[src/rtl/round_timer.sv]
// -----------------------------------------------------------------------------
// round_timer
//   Round countdown timer in MM:SS, held internally as four BCD digits that feed
//   a 4-digit seven-segment scanner directly. A one-cycle expired pulse tells
//   game control that the round has reached 00:00.
//
// Ports
//   clk      in   1  system clock, all state on posedge
//   rst_n    in   1  asynchronous active-low reset
//   load     in   1  reload INIT value, go IDLE (highest priority)
//   start    in   1  begin/resume countdown
//   hold     in   1  level; freeze countdown while high
//   num3     out  4  minutes tens (BCD)
//   num2     out  4  minutes ones (BCD)
//   num1     out  4  seconds tens (BCD, 0..5)
//   num0     out  4  seconds ones (BCD)
//   running  out  1  high while state == RUN
//   zero     out  1  high while all four digits are 0
//   expired  out  1  one-cycle pulse on reaching 00:00
// -----------------------------------------------------------------------------
module round_timer #(
    parameter int TICK_DIV = 50_000_000,
    parameter int INIT_MIN = 1,
    parameter int INIT_SEC = 55
) (
    input  logic       clk,
    input  logic       rst_n,
    input  logic       load,
    input  logic       start,
    input  logic       hold,
    output logic [3:0] num3,
    output logic [3:0] num2,
    output logic [3:0] num1,
    output logic [3:0] num0,
    output logic       running,
    output logic       zero,
    output logic       expired
);

    localparam int            PW       = $clog2(TICK_DIV);
    localparam logic [PW-1:0] PRE_MAX  = PW'(TICK_DIV - 1);
    localparam logic [PW-1:0] PRE_ZERO = PW'(0);
    localparam logic [PW-1:0] PRE_ONE  = PW'(1);
    localparam logic [15:0]   INIT_BCD = {4'(INIT_MIN / 10), 4'(INIT_MIN % 10),
                                          4'(INIT_SEC / 10), 4'(INIT_SEC % 10)};

    typedef enum logic [1:0] {
        IDLE    = 2'd0,
        RUN     = 2'd1,
        PAUSED  = 2'd2,
        EXPIRED = 2'd3
    } state_t;

    state_t        state_r, state_nxt_s;
    logic [15:0]   digits_r, digits_nxt_s;
    logic [PW-1:0] presc_r, presc_nxt_s;
    logic          running_r, zero_r, expired_r, expired_nxt_s;

    // One-second BCD decrement of {m1,m0,s1,s0} with borrow rippling upward.
    function automatic logic [15:0] bcd_dec(input logic [15:0] t);
        logic [3:0] m1, m0, s1, s0;
        {m1, m0, s1, s0} = t;
        if (s0 != 4'd0) begin
            s0 = s0 - 4'd1;
        end else begin
            s0 = 4'd9;
            if (s1 != 4'd0) begin
                s1 = s1 - 4'd1;
            end else begin
                s1 = 4'd5;
                if (m0 != 4'd0) begin
                    m0 = m0 - 4'd1;
                end else begin
                    m0 = 4'd9;
                    m1 = m1 - 4'd1;
                end
            end
        end
        return {m1, m0, s1, s0};
    endfunction

    // Next-state logic; input priority is load > hold > start.
    always_comb begin
        state_nxt_s   = state_r;
        digits_nxt_s  = digits_r;
        presc_nxt_s   = presc_r;
        expired_nxt_s = 1'b0;
        if (load) begin
            state_nxt_s  = IDLE;
            digits_nxt_s = INIT_BCD;
            presc_nxt_s  = PRE_ZERO;
        end else begin
            case (state_r)
                IDLE: begin
                    if (!hold && start) begin
                        presc_nxt_s = PRE_ZERO;
                        // Starting at 00:00 expires immediately.
                        if (digits_r == 16'd0) begin
                            state_nxt_s   = EXPIRED;
                            expired_nxt_s = 1'b1;
                        end else begin
                            state_nxt_s = RUN;
                        end
                    end else begin
                        state_nxt_s = IDLE;
                    end
                end
                RUN: begin
                    if (hold) begin
                        // Hold beats a coincident tick: nothing advances.
                        state_nxt_s = PAUSED;
                    end else if (presc_r == PRE_MAX) begin
                        presc_nxt_s  = PRE_ZERO;
                        digits_nxt_s = bcd_dec(digits_r);
                        if (digits_nxt_s == 16'd0) begin
                            state_nxt_s   = EXPIRED;
                            expired_nxt_s = 1'b1;
                        end else begin
                            state_nxt_s = RUN;
                        end
                    end else begin
                        presc_nxt_s = presc_r + PRE_ONE;
                    end
                end
                PAUSED: begin
                    // Prescaler keeps its frozen value across the resume.
                    if (!hold && start) begin
                        state_nxt_s = RUN;
                    end else begin
                        state_nxt_s = PAUSED;
                    end
                end
                EXPIRED: begin
                    digits_nxt_s = 16'd0;
                end
                default: begin
                    state_nxt_s  = IDLE;
                    digits_nxt_s = INIT_BCD;
                    presc_nxt_s  = PRE_ZERO;
                end
            endcase
        end
    end

    // State, digit and output registers; status flags come from next-state values.
    always_ff @(posedge clk or negedge rst_n) begin
        if (!rst_n) begin
            state_r   <= IDLE;
            digits_r  <= INIT_BCD;
            presc_r   <= PRE_ZERO;
            running_r <= 1'b0;
            expired_r <= 1'b0;
            zero_r    <= (INIT_BCD == 16'd0);
        end else begin
            state_r   <= state_nxt_s;
            digits_r  <= digits_nxt_s;
            presc_r   <= presc_nxt_s;
            running_r <= (state_nxt_s == RUN);
            expired_r <= expired_nxt_s;
            zero_r    <= (digits_nxt_s == 16'd0);
        end
    end

    assign {num3, num2, num1, num0} = digits_r;
    assign running = running_r;
    assign zero    = zero_r;
    assign expired = expired_r;

endmodule

[config.mk]
export PLATFORM = sky130hd
export DESIGN_NAME = round_timer
export DESIGN_NICKNAME = d
export VERILOG_FILES = /design/src/rtl/round_timer.sv
export SDC_FILE = /design/constraint.sdc
export NUM_CORES = 1
export LEC_CHECK = 0
export ABC_CLOCK_PERIOD_IN_PS = 7300
export BUFFER_PORTS_ARGS = -buffer_cell sky130_fd_sc_hd__buf_2
export CAP_MARGIN = 20
export CORE_ASPECT_RATIO = 0.7
export CORE_MARGIN = 2
export CORE_UTILIZATION = 59
export CTS_BUF_LIST = sky130_fd_sc_hd__clkbuf_16
export CTS_CLUSTER_DIAMETER = 50
export DETAILED_ROUTE_END_ITERATION = 8
export PLACE_DENSITY = 0.79
export SLEW_MARGIN = 0
export SYNTH_ARGS = -nofsm -noshare
export SYNTH_HDL_FRONTEND = slang
export SYNTH_SLANG_ARGS = --single-unit
[constraint.sdc]
create_clock -name clk -period 7.3 [get_ports clk]
set_input_delay 0.365 -clock clk [delete_from_list [all_inputs] [get_ports clk]]
set_output_delay 0.365 -clock clk [all_outputs]
set_load 0.01 [all_outputs]
* Word-level counts from Yosys, hierarchy flattened
Index checks and enable logic that the tools add are counted.
Storage, ports and cells: input bits 5, memory bits (read-only) 0, memory bits (writable) 0, word-level logic and storage cells 78, latch bits 0, output and inout port bits 19, memories 0, bits in registers 47
Cells by class: divide/modulo/power cells 0, eq/ne operators 7, $add $sub $neg 5, mux-type cells 49, multiply operators 0, reductions and logical operators 11, shift operators 0, magnitude comparators 0, bitwise logic cells 0
Operators by type and width (count):
- $mux W26 | 4
- $mux W4 | 25
- $pmux W26 S2 | 1
- $logic_not A16 Y1 | 3
- $mux W16 | 3
- $pmux W16 S2 | 1
- $add A26 B1 Y26 const B | 1
- $eq A26 B26 Y1 const B | 1
- $sub A4 B1 Y4 const B | 4
- $mux W2 | 7
- $reduce_bool A4 Y1 | 3
- $mux W1 | 6
- $ne A3 B3 Y1 const B | 2
- $pmux W2 S3 | 1
- $eq A2 B1 Y1 const B | 2
- $eq A2 B2 Y1 const B | 2
- $reduce_and A3 Y1 | 1
- $reduce_bool A3 Y1 | 1
- $logic_not A2 Y1 | 1
- $pmux W1 S2 | 1
- $logic_and A1 B1 Y1 | 1
- $logic_not A1 Y1 | 1

* Logic depth before layout (Yosys ltp)
word-level depth 15, mapped depth 11, gate-level depth less buffers 8

* Worst setup path before layout
OpenSTA, ideal clock, no wires.
path type register to register, from register digits_r[3], to register zero_r (netlist: zero), data required time 7.200 ns, path buffers 1, library setup time 0.100 ns, setup slack 4.450 ns, period minus slack after synthesis 2.850 ns, arrival 2.749 ns, stages on the path, launching flop included 9, path through dfrtp_1 > or4_4 > or4b_1 > buf_2 > o41a_1 > a211o_1 > a31oi_1 > nand4b_1 > nor4bb_1
On the way: cells in the longest elaborated chain, start to end 11, elaborated cells on any way between the ends 27, those cells by class add/sub: 1; mux: 24; reduce/logical: 2
Ends and longest elaborated chain:
- from (decl) | RTL line 55 | logic [15:0] digits_r, digits_nxt_s;
- from (signal assigned) | RTL line 156 | digits_r <= digits_nxt_s;
- $reduce_bool A4 Y1 | RTL line 63 | if (s0 != 4'd0) begin
- $mux W4 | RTL line 63
- $mux W4 | RTL line 112 | end else if (presc_r == PRE_MAX) begin
- $mux W4 | RTL line 109 | if (hold) begin
- $mux W4 | RTL line 93 | case (state_r)
- $mux W4 | RTL line 88 | if (load) begin
- $mux W16 | RTL line 112
- $mux W16 | RTL line 109
- $pmux W16 S2 | RTL line 93
- $mux W16 | RTL line 88
- named net digits_nxt_s[14] | RTL line 55
- $logic_not A16 Y1 | RTL line 160 | zero_r <= (digits_nxt_s == 16'd0);
- to (signal assigned) | RTL line 153 | zero_r <= (INIT_BCD == 16'd0);
- to (signal assigned) | RTL line 160
- to (decl) | RTL line 57 | logic running_r, zero_r, expired_r, expired_nxt_s;
The timed path passes the listed nets, and every way through them passes these cells. The select of a mux whose other input is x is not followed. A chain may end at the register's enable or synchronous reset.

* Final worst setup path
from register presc_r[7], to register zero_r (netlist: zero)
On the way: cells in the longest elaborated chain, start to end 6
Ends and longest elaborated chain:
- from (decl) | RTL line 56 | logic [PW-1:0] presc_r, presc_nxt_s;
- from (signal assigned) | RTL line 157 | presc_r <= presc_nxt_s;
- $eq A26 B26 Y1 | RTL line 112
- $mux W16 | RTL line 112
- $mux W16 | RTL line 109
- $pmux W16 S2 | RTL line 93
- $mux W16 | RTL line 88
- $logic_not A16 Y1 | RTL line 160
No other way between the ends.

==> impl_metrics.toml <==
[outcome]
outcome = "finished, final reports clean"

[clock_tree]
cts_sinks = 47
cts_tree = "done"
cts_hold_buf = 0
cts-resized-gates = 0
clockBufferDepth = 2
root_buffer = "clkbuf_16"
cts_setup_buffers = 0
clkSlewWorstSetupHoldPaths_ns = 0.07
cts-buffers-inserted = 5
htreeDepth = 2
clock_latency_ns = 0.29

[floorplanning]
die_h_um = 62.85
fp-row-count = 21
die_area_um2 = 5535
initial_core_util_pct = 61.04
ios = 24
die_x_um = 88.07
core_um2 = 4782

[setup_path]
worstPathMaxFanout = 7
r2r_cells = 7
timing.rr.start = "presc_r[7]"
arrival_ns = 3.42
critPathKind = "reg2reg"
r2r_end = "zero"
required_ns = 7.49
end_kind = "register"
ff2ff_setup_slack_ns = 4.07
crit_path_start_kind = "register"

[finish]
drive_gt1_share_pct = 11.92
nets = 376
syn2layout_area_growth_pct = 11.83
antenna_cells = 0
fill_cells = 410

[sta]
hold_viol_final = 0
finalSetupTns_ns = 0
worst_pin_slew_ns = 0.9921
slew_headroom_pct = 33.61
finClkSkew_ns = 0.004562
drv_slew = 0
setup-violations-final = 0
fmax_ghz = 0.3097
layout_min_cycle_time_ns = 3.229
worst_slack_ns = 4.071
fin_crit_sh_pct = 44.23
rsz0062_at_grt = "no"

[yosys]
ys.flop_type = "dfrtp_1"
ys_warn_count = 0
netlist_instances = 351
syn_area_per_cell_um2 = 8.316
synth_nets = 359
synth_seq_cells = 47
synth-async-reset-ratio_pct = 100.0
yosysSeqAreaShare_pct = 40.51
synth_edf_count = 0
yosysUniqueCellTypes = 49
synth_area_um2 = 2919

[detailed_routing]
via_per_inst = 6.683
drc = 0
drt_iter0_markers = 564
drt_wl_total_um = 8107
dr.pass1.iters = 5
drtAntennaViolNets = 0
post_drt_wl_per_cell_um = 18.51
vias = 2927

[min_path]
hp-class = "in2async"

[power]
ir_drop_mv = 0.1243
power_density_nw_per_um2 = 171.8
p_leak_uw = 0.001307

[grt]
grt_overflow = 0
antenna_found_initial = 0
grtUsageTotal_pct = 31.43
grt_max_degree = 48
grt_first_pass_wirelength_um = 13610
first_global_vias = 2597

[place]
dp_slack_ns = 4.121
place_congestion = 0.9700
dp_hpwl_um = 5490
io_buffers = 23

[run]
drv_cap = 0
-- area by class of cell --
type                            instances  area [µm²]  area share, %
Multi-Input combinational cell        283        1657          50.75
Sequential cell                        47        1182          36.22
Timing Repair Buffer                   25       147.6          4.523
Clock buffer                            5       125.1          3.833
Tap cell                               69       86.33          2.645
Clock inverter                          3       43.79          1.342
Inverter                                6       22.52         0.6899
-- metal layers --
metal | wire length (µm) | GRT usage (%) | part of all wire, %
met3 | 855 | 6.869 | 11
met4 | 91 | 8.333 | 1.1
met5 | 0 | 0 | 0
met1 | 3860 | 52.04 | 48
met2 | 3299 | 40.53 | 41
-- per-stage QoR --
stage | std cells | hold WS [ns] | area (µm²) | power (µW) | utilization [%]
6_report | 438 | 0.05833 | 3264 | 560.7 | 68.26
5_1_grt | 438 | 0.1168 | 3264 | 578.8 | 68.26
4_1_cts | 436 | 0.2877 | 3232 | 557.2 | 67.58
3_5_place_dp | 428 | 0.5019 | 3063 | 298.3 | 64.05
3_3_place_gp | 428 | 0.4856 | 3063 | 298.4 | 64.05
2_1_floorplan | 351 | 0.06941 | 2919 | 286.2 | -
-- worst max-delay path: stages (launching register included) --
cell and delay (ns):
dfrtp_1 0.47, nor4bb_1 0.75, nand4_1 0.39, o311ai_0 0.41
o21ai_0 0.19, a2111oi_0 0.47, nand4b_1 0.16, nor4bb_1 0.28
-- cells by family (layout without fill, tap and decap cells) --
logic type                 Yosys count  in the layout  synth area share, %
and+or+nand+nor                    182            182                33.65
AOI/OAI and AO/OA                   87             87                18.35
DFF                                 47             47                40.51
buffers and inverters               21             39                2.743
xor gates and xnor gates             7              7                2.100
muxes                                4              4                1.372
adders and majority gates            3              3                1.286
-- placed cells by master, fill, tap and decap left out, types with 6 or more instances in the layout --
cell and instances:
nor2b_1 6, nand3_1 14, dfrtp_1 42, nor4_1 9, nor3_1 16, and3_1 6, o21ai_0 36, nand4_1 16
nand2_1 39, buf_2 23, nor2_1 32, and4_1 7, a31oi_1 7, or4_1 6, a21oi_1 19
-- report_power, final --
part	internal, µW	leakage [µW]	switching, µW
combinational	8.12	0.000585	22.2
clock	162	0.0000838	103
sequential	262	0.000638	3.46
-- registers in the layout, summed over array words and instances, names as in the netlist --
| signal | cells |
|---|---|
| running | 1 |
| state_r | 2 |
| expired | 1 |
| digits_r | 16 |
| presc_r | 26 |
| zero | 1 |
-- synthesized netlist by cell type (7+ instances only) --
cell	n	area share, %
nor2_1	32	4.1
clkbuf_1	14	1.8
nand2_1	39	5.0
nor4_1	9	1.9
dfrtp_1	42	36
nand4_1	16	3.4
and4_1	7	2.1
nor3_1	16	2.7
a21oi_1	19	3.3
o21ai_0	36	6.2
nand3_1	14	2.4
a31oi_1	7	1.5
-- worst max path at each step --
stage | startpoint | endpoint
2_1_floorplan | digits_r[3] | zero
3_3_place_gp | digits_r[3] | zero
3_5_place_dp | digits_r[3] | zero
4_1_cts | digits_r[3] | zero
5_1_grt | presc_r[7] | zero
6_report | presc_r[7] | zero
No activity file was read; power rests on OpenSTA's default activity.
